### config.mk
export PLATFORM = sky130hd
export DESIGN_NAME = iram_controller
export DESIGN_NICKNAME = d
export VERILOG_FILES = /design/src/rtl/iram_controller.sv
export SDC_FILE = /design/constraint.sdc
export NUM_CORES = 1
export LEC_CHECK = 0
export ABC_AREA = 1
export CAP_MARGIN = 20
export CELL_PAD_IN_SITES_DETAIL_PLACEMENT = 0
export CELL_PAD_IN_SITES_GLOBAL_PLACEMENT = 1
export CORE_MARGIN = 2
export CORE_UTILIZATION = 24
export CTS_BUF_LIST = sky130_fd_sc_hd__clkbuf_4 sky130_fd_sc_hd__clkbuf_8 sky130_fd_sc_hd__clkbuf_16
export CTS_CLUSTER_DIAMETER = 120
export DETAILED_ROUTE_END_ITERATION = 8
export PLACE_DENSITY_LB_ADDON = 0.1
export REMOVE_ABC_BUFFERS = 1
export SLEW_MARGIN = 25
export SYNTH_ARGS = -nofsm -noshare
export SYNTH_HDL_FRONTEND = slang
export SYNTH_SLANG_ARGS = --single-unit
### constraint.sdc
create_clock -name clk -period 1.4 [get_ports clk]
set_input_delay 0.21 -clock clk [delete_from_list [all_inputs] [get_ports clk]]
set_output_delay 0.21 -clock clk [all_outputs]
set_load 0.01 [all_outputs]
### src/rtl/iram_controller.sv
`default_nettype none
// ============================================================================
//  Module   : iram_controller
//  Purpose  : Instruction-cache line refill engine. On a fetch miss it reads
//             one aligned line of LINE_WORDS words from the backing
//             instruction memory, in ascending address order, and hands each
//             word to the fetch side with a one-cycle word_ready pulse.
//  Ports    :
//     clk          in   rising-edge clock
//     nrst         in   synchronous active-low reset
//     i_miss       in   miss request, held until the line is delivered
//     iram_address in   miss byte address [PC_SIZE]
//     imem_word    out  refill word to the fetch side [MEM_WORD]
//     word_ready   out  imem_word valid this cycle (single-cycle pulse)
//     mem_re       out  backing memory read strobe
//     mem_addr     out  backing memory word address [MEM_ADDR_W]
//     mem_rdata    in   backing memory read data [MEM_WORD]
//     busy         out  refill in progress
//  Revision : 1.0  initial release
// ============================================================================
module iram_controller #(
   parameter int PC_SIZE     = 32,
   parameter int MEM_WORD    = 32,
   parameter int MEM_ADDR_W  = 10,
   parameter int LINE_WORDS  = 4,
   parameter int MEM_LATENCY = 2
) (
   input  logic                  clk,
   input  logic                  nrst,
   input  logic                  i_miss,
   input  logic [PC_SIZE-1:0]    iram_address,
   output logic [MEM_WORD-1:0]   imem_word,
   output logic                  word_ready,
   output logic                  mem_re,
   output logic [MEM_ADDR_W-1:0] mem_addr,
   input  logic [MEM_WORD-1:0]   mem_rdata,
   output logic                  busy
);

   localparam int CNT_W = $clog2(LINE_WORDS);
   localparam int LAT_W = (MEM_LATENCY > 1) ? $clog2(MEM_LATENCY) : 1;

   localparam logic [CNT_W-1:0]      LAST_WORD = CNT_W'(LINE_WORDS - 1);
   localparam logic [LAT_W-1:0]      LAST_WAIT = LAT_W'(MEM_LATENCY - 1);
   localparam logic [MEM_ADDR_W-1:0] LINE_MASK = MEM_ADDR_W'(LINE_WORDS - 1);

   typedef enum logic [2:0] {
      S_IDLE    = 3'd0,
      S_REQ     = 3'd1,
      S_WAIT    = 3'd2,
      S_DELIVER = 3'd3,
      S_DONE    = 3'd4
   } state_t;

   state_t                state_q, state_d;
   logic [MEM_ADDR_W-1:0] base_q,  base_d;
   logic [CNT_W-1:0]      cnt_q,   cnt_d;
   logic [LAT_W-1:0]      lat_q,   lat_d;
   logic [MEM_WORD-1:0]   word_q,  word_d;

   // Word address of the miss; byte-offset bits and bits above the memory
   // range play no part in the refill.
   logic [MEM_ADDR_W-1:0] w_line_addr;
   logic                  w_unused_addr_bits;

   assign w_line_addr        = iram_address[MEM_ADDR_W+1:2];
   assign w_unused_addr_bits = ^{iram_address[PC_SIZE-1:MEM_ADDR_W+2], iram_address[1:0]};

   always_ff @(posedge clk) begin
      if (!nrst) begin
         state_q <= S_IDLE;
         base_q  <= '0;
         cnt_q   <= '0;
         lat_q   <= '0;
         word_q  <= '0;
      end else begin
         state_q <= state_d;
         base_q  <= base_d;
         cnt_q   <= cnt_d;
         lat_q   <= lat_d;
         word_q  <= word_d;
      end
   end

   always_comb begin
      state_d    = state_q;
      base_d     = base_q;
      cnt_d      = cnt_q;
      lat_d      = lat_q;
      word_d     = word_q;
      mem_re     = 1'b0;
      word_ready = 1'b0;
      busy       = 1'b1;

      case (state_q)
         S_IDLE: begin
            busy = 1'b0;
            if (i_miss) begin
               base_d  = w_line_addr & ~LINE_MASK;
               cnt_d   = '0;
               state_d = S_REQ;
            end
         end

         S_REQ: begin
            mem_re  = 1'b1;
            lat_d   = '0;
            state_d = i_miss ? S_WAIT : S_IDLE;
         end

         // Read data lands in the last WAIT cycle; an abort leaves imem_word
         // untouched so it keeps the previously captured word.
         S_WAIT: begin
            if (!i_miss) begin
               state_d = S_IDLE;
            end else if (lat_q == LAST_WAIT) begin
               word_d  = mem_rdata;
               state_d = S_DELIVER;
            end else begin
               lat_d = lat_q + 1'b1;
            end
         end

         // The pulse is suppressed when the requester has already withdrawn,
         // so an aborted word is never presented.
         S_DELIVER: begin
            if (!i_miss) begin
               state_d = S_IDLE;
            end else begin
               word_ready = 1'b1;
               cnt_d      = cnt_q + 1'b1;
               state_d    = (cnt_q == LAST_WORD) ? S_DONE : S_REQ;
            end
         end

         // Hold here until the miss is released so the same miss is not
         // refilled twice.
         S_DONE: begin
            if (!i_miss) state_d = S_IDLE;
         end

         default: state_d = S_IDLE;
      endcase
   end

   // The counter only fills the cleared low bits of the base, so the line
   // wraps inside its aligned block and never crosses it.
   assign mem_addr  = base_q | MEM_ADDR_W'(cnt_q);
   assign imem_word = word_q;

endmodule
`default_nettype wire

**Yosys cells after proc, flatten, opt, wreduce, memory -nomap -nowiden**

Index checks and enable logic that the tools add are counted.

- Equal/unequal tests: 10
- Bitwise operators: 1
- Shift operators: 0
- Divide/modulo/power cells: 0
- Reductions and logical operators: 8
- $mul: 0
- $add $sub $neg: 2
- $lt $le $gt $ge: 0
- Multiplexer cells: 18

Operators by type and width:

| operator | count |
|---|---|
| two-way mux 3 bit | 6 |
| one-hot mux 3 bit (5 select lines) | 1 |
| bitwise OR 10 x 2 -> 10 bit | 1 |
| AND reduction 3 bit | 3 |
| inequality test 2 bit (second input constant) | 4 |
| equality test 3 x 2 -> 1 bit (second input constant) | 2 |
| two-way mux 1 bit | 6 |
| two-way mux 2 bit | 3 |
| one-hot mux 2 bit (2 select lines) | 1 |
| AND reduction 2 bit | 2 |
| nonzero test 2 bit | 2 |
| equality test 3 x 1 -> 1 bit (second input constant) | 1 |
| equality test 3 bit (second input constant) | 1 |
| logical NOT 3 bit | 1 |
| inequality test 3 bit (second input constant) | 1 |
| adder 2 x 1 -> 2 bit (second input constant) | 1 |
| equality test 2 bit (second input constant) | 1 |
| one-hot mux 1 bit (2 select lines) | 1 |
| adder 1 bit (second input constant) | 1 |

- Memory bits (writable): 0
- Bits in latches: 0
- Output and inout bits: 45
- Input port bits: 67
- ROM bits: 0
- Logic and storage cells: 44
- Flip-flop bits (word level): 46
- Memories: 0

**Logic depth before layout (Yosys ltp)**

Gate-level depths: netlist of run 1.

- Word-level depth: 4
- Gate-level depth with buffers: 7
- Gate-level depth less buffers: 7

**Worst setup path after synthesis of run 1**

No wires, ideal clock.

- Path type: flip-flop to flip-flop
- Start: register state_q[1]
- End: register word_q[10], in the netlist imem_word[10]
- Library setup time: 0.116 ns
- Slack: 0.283 ns
- Data required time: 1.284 ns
- Buffers on the path: 1
- Period minus slack after synthesis: 1.117 ns
- Cell stages (with the launch flop): 7
- Arrival time: 1.001 ns
- Cells stage by stage: dfxtp_1 > inv_2 > nor2_2 > nand3_4 > clkbuf_2 > o21ai_0 > nor2_1

- Word-level cells in the longest chain between the ends: 2

RTL lines:

| element | line | RTL |
|---|---|---|
| start, declared | 55 | `state_t state_q, state_d;` |
| start signal, assigned | 77 | `state_q <= state_d;` |
| equality test 3 x 2 -> 1 bit | 95 | `case (state_q)` |
| AND reduction 3 bit (no source line) | n/a |  |
| end signal, assigned | 81 | `word_q <= word_d;` |
| end, declared | 59 | `logic [MEM_WORD-1:0] word_q, word_d;` |

Every way passes these cells.
A chain may end at the register's enable or synchronous reset.

**Worst setup path after layout of run 1**

- Start: register state_q[1]
- End: output port busy

- Word-level cells in the longest chain between the ends: 2

RTL lines:

| element | line | RTL |
|---|---|---|
| logical NOT 3 bit | 95 |  |
| two-way mux 1 bit | 95 |  |
| end, declared | 37 | `output logic busy` |

Every way passes these cells.

==> out/results.ini, run 1 <==
[setup_path]
endpoint_kind = output port
cp_max_fo = 5
crit_path_start = state_q[1]
worst_ep_arrival_time_ps = 1110
cp.required_ps = 1190
critPathLaunchType = register
reg2reg_from = state_q[0]
critical_path_class = reg2out

[run_status]
status = finished, final reports clean

[clocking]
htreeDepth = 2
root_buffer = clkbuf_8
clock_latency_ps = 300
cts_sinks = 46
cts_buffer_depth = 2
cts_tree = yes
cts_hold_buf = 0
post_cts_buffers = 0
path_clk_slew_ps = 90
cts_inserted_buffers = 5

[cells_and_area]
fin_nets = 400
area_growth_pct = 70.18
antenna_cells = 0
multi_input_area_um2 = 716.9
drive_above_1_share_pct = 10.81
seqCellArea_um2 = 925.9
fill_cells = 787
final_util_pct = 41.62

[floorplan]
ios = 112
core_area_um2 = 7137
die_area_um2 = 7971
die_w_um = 89.28
start_util_pct = 24.46
die_h_um = 89.28
std_cell_rows = 31

[power_and_ir_drop]
p_per_area_nw_per_um2 = 936.4
peakVddDrop_mv = 0.2930
leakage_uw = 0.001543

[global_route]
grt_use_total_pct = 11.61
grt_pass1_wl_um = 7134
grt_pass1_vias = 1536
grt_overflow_total = 0
antenna_found_initial = 0
grt_max_degree = 43

[yosys]
synth_top_cell_by_area = dfxtp_1
yosysSeqAreaShare_pct = 52.76
avgSynthCellArea_um2 = 7.491
syn_area_um2 = 1745
yosysTopAreaCellShare_pct = 52.76
syn-instance-count = 233
synth_cell_types = 19
yosys-top-cells-area = dfxtp_1, nor2_1, o21ai_0, o21ai_1, nand2_1
ys_ff_latch = 46
yosys_warnings = 0

[placed_design]
gp_congestion = 0.7603
io_buffers = 87
hpwlAfterDp_um = 3306

[routing]
num_vias = 1733
routedWlPerCell_um = 10.80
dr.first_iter.drc_count = 38
drc = 0
avgViaCountPerCell = 4.012
wirelength_um = 4667
antenna_left = 0
drtPass1Iterations = 4

[timing]
rsz0062_at_grt = no
finalSetupTns_ps = 0
slew_viol_final = 0
slew_headroom_pct = 83.21
max_freq_ghz = 0.7587
hold_viol = 0
fin_crit_ps = 1318
skew_ps = 4.938
min_period_over_period_pct = 94.14
setup_viol = 0
tightest_slew_ps = 251.5

[run]
cap_violations = 0

[worst_hold_path]
hp-class = reg2reg
min_from = base_q[6]

## critical path, stage by stage, from the launching register on
cell and delay [ps]:
dfxtp_4 370, nor2_2 120, nand2_1 80, clkdlybuf4s15_1 240
## kinds of logic (layout without fill, tap and decap cells)
logic type                 Yosys count  count (layout)  synth area share, %
and+or+nand+nor                    121             121                27.89
DFF                                 46              46                52.76
AOI/OAI and AO/OA                   43              43                12.33
buffers and inverters               22             122                6.307
adders and majority gates            1               1               0.7167
## final timing paths
| check | cells after the start | end | slack [ps] |
|---|---|---|---|
| hold / removal | 2 | base_q[6] | 480 |
| setup reg to reg | 6 | imem_word[6] | 140 |
| setup / recovery | 3 | busy | 80 |
| hold reg to reg | 2 | base_q[6] | 480 |
## layout by cell type (no fill, tap or decap)
cell	netlist	final
nor2_1	92	91
dfxtp_1	46	44
clkdlybuf4s50_1	0	42
dlygate4sd2_1	0	26
nand2_1	20	20
o21ai_1	20	20
o21ai_0	20	20
dlymetal6s2s_1	0	16
buf_4	0	10
inv_1	9	8
nand3_1	5	5
clkbuf_8	0	5
buf_12	0	5
inv_2	2	3
a21oi_1	3	3
nor2_2	1	2
clkbuf_2	3	2
nor2_4	1	1
nand3_4	1	1
clkinv_2	1	1
nand2_2	1	1
ha_1	1	1
clkinvlp_4	0	1
bufinv_16	0	1
clkbuf_4	0	1
clkdlybuf4s15_1	0	1
dfxtp_2	0	1
dfxtp_4	0	1
## cell usage after synthesis, drive strengths merged
| cell type | number |
|---|---|
| a21oi | 3 |
| buf | 4 |
| clkbuf | 6 |
| clkinv | 1 |
| dfxtp | 46 |
| ha | 1 |
| inv | 11 |
| nand2 | 21 |
| nand3 | 6 |
| nor2 | 94 |
| o21ai | 40 |
## final cells by class
type                       instances  share of cell area (%)
timing repair buffer             102                   35.13
sequential                        46                   31.17
multi-input combinational        165                   24.14
tap                               99                   4.170
clock buffer                       6                   2.570
inverter                          12                   1.559
clock inverter                     2                   1.264
## flip-flops by register name (all words and copies together) (netlist names)
name,count
imem_word,32
cnt_q,2
state_q,3
lat_q,1
base_q,8
## per-layer routing
layer	routed length (µm)	GRT usage (%)	share of wire, %
met3	306	3.509	6.6
met4	57	4.885	1.2
met2	2282	19.19	49
met1	2021	14.01	43
met5	0	0	0
## power breakdown
group          total, µW  internal, µW  switching, µW  leakage [µW]
Sequential          1370          1340           21.8      0.000374
Combinational        394           229            164       0.00111
Clock               1020           553            470     0.0000548
Total               2780          2130            656       0.00154
## what timing repair did
| action | CTS | global route |
|---|---|---|
| endpoints found under the setup margin | 29 | 19 |
| pin swaps | 0 | 0 |
| gates cloned | 0 | 0 |
| resized for setup | 32 | 23 |
## metrics by stage
stage,instances,worst slack (ps),hold slack [ps],area [µm²],total power (µW)
after global placement,424,-240.1,461.1,2851,1814
after detailed placement,424,-252.3,470.2,2851,1814
final,432,82.00,478.2,2970,2781
after floorplan,223,76.45,335.8,1682,1541
after global routing,432,9.464,503.7,2970,2924
after CTS,432,-6.608,487.9,2932,2839
Note: power is estimated with default switching activity, not from simulation.
==> run 2: changes to the inputs <==
ABC_AREA = unset   (was 1)
CAP_MARGIN = unset   (was 20)
CORE_UTILIZATION = 27   (was 24)
==> run 2 against run 1 <==
Effect of this change: setup slack worse by 61 ps; global-route usage up 2.3 points; utilization up 6.0 points.
==> out/results.ini, run 2 <==
[run_status]
status = finished, final reports clean

[yosys]
syn-instance-count = 236
syn_area_um2 = 2044
synth_cell_types = 31
synth-edff-count = 0
ys.flop_type = dfxtp_1
yosys-top-cells-area = dfxtp_1, o21ai_0, a21boi_1, nand3_1, a21boi_0
ys_ff_latch = 46
synth_most_common_cell = dfxtp_1
yosysTopAreaCellShare_pct = 45.04
synth_top_cell_by_area = dfxtp_1
avgSynthCellArea_um2 = 8.663
yosys_warnings = 0
yosysSeqAreaShare_pct = 45.04
synth-async-reset-ratio_pct = 0
synth_common_cells = dfxtp_1, o21ai_0, nand3_1

[timing]
postLayoutSetupSlackWorst_ps = 21.09
fin_crit_ps = 1379
skew_ps = 8.250
hold_viol = 0
tightest_slew_ps = 220.1
max_freq_ghz = 0.7252
rsz0062_at_grt = yes
slew_viol_final = 0
slew_headroom_pct = 85.13
min_period_over_period_pct = 98.49
setup_viol = 0

[routing]
antenna_left = 0
avgViaCountPerCell = 4.654
wirelength_um = 6245
num_vias = 2029
routedWlPerCell_um = 14.32
drtPass1Iterations = 4
drc = 0
dr.first_iter.drc_count = 50

[setup_path]
r2r_slack_ps = 20
reg2reg_from = state_q[1]
ff2ff_path_depth = 4
worst_ep_arrival_time_ps = 1570
reg2reg_to = base_q[3]
critPathLaunchType = register
endpoint_kind = register
critical_path_class = reg2reg
crit_path_start = state_q[1]
cp_max_fo = 8
endpoint = base_q[3]
cp.required_ps = 1590

[clocking]
cts_tree = yes
cts_sinks = 46
htreeDepth = 2
cts_buffer_depth = 2
path_clk_slew_ps = 90
root_buffer = clkbuf_8
cts_inserted_buffers = 5
clock_latency_ps = 300
cts_hold_buf = 0

[floorplan]
die_h_um = 91.02
ios = 112
core_area_um2 = 7292
start_util_pct = 28.04
die_area_um2 = 8284
die_w_um = 91.02
std_cell_rows = 31

[global_route]
grt_overflow_total = 0
grt_max_degree = 47
antenna_found_initial = 0
grt_pass1_vias = 2013
grt_pass1_wl_um = 9577
grt_use_total_pct = 13.92

[cells_and_area]
fin_nets = 404
final_util_pct = 47.65
antenna_cells = 0
fill_cells = 774
final_cell_mix = dfxtp_1, clkdlybuf4s50_1, o21ai_0
largest_reg_flops = 32
drive_above_1_share_pct = 19.58
area_growth_pct = 69.95

[placed_design]
hpwlAfterDp_um = 3766
dp_slack_ps = -267.4
gp_congestion = 0.7582
io_buffers = 87

[power_and_ir_drop]
p_per_area_nw_per_um2 = 768.2
peakVddDrop_mv = 0.3366
leakage_uw = 0.001843

[worst_hold_path]
hp-class = in2reg

[run]
cap_violations = 0

-- run 2: cell count changes after synthesis, sizes merged, moves of 3 or more --
cell	previous run	this run
nand3	6	32
buf	4	13
nor2	94	4
clkbuf	6	13
nor2b	0	5
nand2b	0	3
a21boi	0	43
inv	11	1
-- run 2: cell type report --
| type | count | area [µm²] | area share, % |
|---|---|---|---|
| Timing Repair Buffer | 119 | 1271 | 36.59 |
| Inverter | 1 | 3.754 | 0.1080 |
| Clock buffer | 7 | 90.09 | 2.593 |
| Sequential cell | 46 | 930.9 | 26.79 |
| Multi-Input combinational cell | 163 | 1050 | 30.21 |
| Clock inverter | 1 | 5.005 | 0.1440 |
| Tap cell | 99 | 123.9 | 3.565 |
-- run 2: how the worst min path moves through the flow --
stage / to / from / slack (ps) / depth (start not counted)
floorplan: state_q[2] / i_miss / 330 / 2
global placement: base_q[7] / base_q[7] / 450 / 2
global route: state_q[1] / i_miss / 380 / 4
CTS: base_q[8] / iram_address[10] / 450 / 3
finish: state_q[1] / i_miss / 360 / 4
detailed placement: base_q[5] / base_q[5] / 450 / 2
-- run 2: stage by stage --
stage | instances | TNS (ps) | hold WS, ps | total power, µW | instance area, µm²
floorplan | 210 | -17330 | 326.1 | 1517 | 1908
global placement | 419 | -8819 | 448.9 | 1814 | 3128
detailed placement | 419 | -9216 | 448.1 | 1810 | 3128
CTS | 432 | 0 | 445.4 | 2687 | 3262
global route | 436 | -417.2 | 377.2 | 2811 | 3475
finish | 436 | 0 | 356.6 | 2669 | 3475
-- run 2: worst max-delay path: stages (launching register included) --
cell and delay (ps):
dfxtp_4 360, buf_4 140, or4b_4 620, nand2_1 100
a21boi_1 60
-- run 2: kinds of logic (layout without fill, tap and decap cells) --
kind of cell	Yosys count	after routing	share of synthesized area [%]
fa+ha+maj	1	1	0.6119
flops	46	46	45.04
xor+xnor	1	1	0.4285
buf+inv	27	128	6.854
compound gates	85	85	26.81
simple gates	76	76	20.26
-- run 2: what timing repair did --
item	4_1_cts	5_1_grt
endpoints found under the setup margin	43	76
gates cloned	0	3
gates resized for setup	29	66
pin swaps	0	21
setup buffers	5	1
-- run 2: layer usage --
metal | up-vias | share of wire (%) | global-route usage, %
met5 | - | 0 | 0
met4 | 0 | 0.54 | 2.652
met3 | 5 | 4.0 | 3.320
met2 | 52 | 49 | 24.26
met1 | 942 | 47 | 17.57
li1 | 1030 | - | -
-- run 2: where the power goes --
group	internal, µW	total (µW)	switching [µW]
Combinational	274	457	183
Clock	419	863	444
Sequential	1330	1350	19.9
Total	2020	2670	647
==> run 3: changes to the inputs <==
PLACE_DENSITY = 0.76   (was unset)
PLACE_DENSITY_LB_ADDON = unset   (was 0.1)
==> run 3 against run 2 <==
Effect of this change: final cell count down 1.8%; combinational power is 7.2% lower; clock power is 3.8% lower; worst hold slack gained 99 ps; die area stayed put; critical endpoint is now busy.
==> out/results.ini, run 3 (synthesis gave the netlist of run 2 again) <==
[routing]
drtPass1Iterations = 4
antenna_left = 0
wirelength_um = 5801
avgViaCountPerCell = 4.724
num_vias = 2022
drc = 0
routedWlPerCell_um = 13.55
dr.first_iter.drc_count = 88

[placed_design]
dp_slack_ps = -381.2
hpwlAfterDp_um = 3511
gp_congestion = 0.7758
io_buffers = 87
post_dp_cell_area_um2 = 3110

[power_and_ir_drop]
leakage_uw = 0.001604
peakVddDrop_mv = 0.3657
p_per_area_nw_per_um2 = 788.2

[setup_path]
worst_ep_arrival_time_ps = 1190
endpoint_kind = output port
critPathLaunchType = register
cpMaxStageDelayCell = or3_1
cp_max_fo = 6
critical_path_class = reg2out
ff2ff_path_depth = 6
slowest_delay_ps = 380
cp.required_ps = 1190
cp_cell_sequence = or3_1 > buf_2

[timing]
postLayoutSetupSlackWorst_ps = 0.1095
setup_viol = 0
min_period_over_period_pct = 99.99
rsz0062_at_grt = yes
tightest_slew_ps = 236.4
max_freq_ghz = 0.7143
skew_ps = 8.498
slew_viol_final = 0
fin_crit_ps = 1400
slew_headroom_pct = 84.03
hold_viol = 0

[floorplan]
die_area_um2 = 8284
core_area_um2 = 7292
die_h_um = 91.02
std_cell_rows = 31
start_util_pct = 28.04
die_w_um = 91.02
ios = 112

[clocking]
path_clk_slew_ps = 80
cts_tree = yes
cts_sinks = 46
clock_latency_ps = 300
htreeDepth = 2
cts_hold_buf = 0
root_buffer = clkbuf_8
cts_inserted_buffers = 5
cts_buffer_depth = 2

[cells_and_area]
final_area_um2 = 3304
multi_input_area_um2 = 999.7
final_common_cell = dfxtp_1
final_util_pct = 45.32
area_growth_pct = 61.63
fin_nets = 396
drive_above_1_share_pct = 13.98
seqCellArea_um2 = 933.4
fill_cells = 754
final_cell_mix = dfxtp_1, clkdlybuf4s50_1, nand3_1
largest_reg_flops = 32
antenna_cells = 0

[global_route]
grt_pass1_vias = 1965
grt_pass1_wl_um = 9135
grt_max_degree = 47
grt_overflow_total = 0
grt_use_total_pct = 13.09
antenna_found_initial = 0

[run_status]
status = finished, final reports clean

[worst_hold_path]
hold_depth = 3
hp-class = in2reg

[run]
cap_violations = 0

-- run 3: changes by cell type in the layout (fill, tap and decap cells not counted), moves of 7 or more --
| cell | before | now |
|---|---|---|
| o21ai_1 | 0 | 17 |
| a21boi_1 | 37 | 26 |
| o21ai_0 | 38 | 20 |
| dlygate4sd2_1 | 9 | 25 |
| a21boi_0 | 5 | 17 |
| nand3_2 | 7 | 0 |
| dlymetal6s2s_1 | 33 | 18 |
| nand3_1 | 25 | 32 |
-- run 3: final cells by class --
cell class / instances / area share, %
clock buffer: 6 / 2.310
clock inverter: 2 / 0.4165
inverter: 1 / 0.1136
multi-input combinational: 163 / 30.25
sequential: 46 / 28.25
tap: 99 / 3.749
timing repair buffer: 111 / 34.91
-- run 3: metal layers --
| metal | share of wire [%] | track usage (%) |
|---|---|---|
| met1 | 47 | 16.67 |
| met2 | 46 | 21.91 |
| met3 | 6.1 | 3.485 |
| met4 | 0.66 | 3.409 |
| met5 | 0 | 0 |
-- run 3: through the flow --
stage / cells / total power [µW] / hold slack [ps] / TNS (ps)
after CTS: 424 / 2636 / 444.2 / -12.68
after floorplan: 210 / 1517 / 326.1 / -17330
after global routing: 428 / 2713 / 459.0 / -277.2
after detailed placement: 415 / 1805 / 448.8 / -8735
final: 428 / 2604 / 455.2 / 0
after global placement: 415 / 1806 / 446.4 / -8057
-- run 3: what timing repair did --
| item | 4_1_cts | 5_1_grt |
|---|---|---|
| gates resized for setup | 41 | 44 |
| setup buffers | 1 | 2 |
| cloned | 0 | 2 |
| setup endpoints to repair | 38 | 34 |
| pin swaps | 2 | 0 |
-- run 3: path summary, 6_finish.rpt --
| kind | from | end | slack, ps |
|---|---|---|---|
| worst max-delay path | state_q[0] | busy | 0.1 |
| worst min-delay path | iram_address[9] | base_q[7] | 460 |
| worst max register to register | state_q[2] | imem_word[23] | 30 |
| worst min register to register | base_q[9] | base_q[9] | 460 |
-- run 3: worst max-delay path, delay by kind of cell, from the launching register on --
kind,cells,cell delay (ps)
flops,1,370
simple gates,1,380
buf+inv,1,150
-- run 3: power breakdown --
part | internal (µW) | total [µW] | switching (µW)
clock | 372 | 830 | 458
combinational | 253 | 424 | 171
sequential | 1330 | 1350 | 20.3
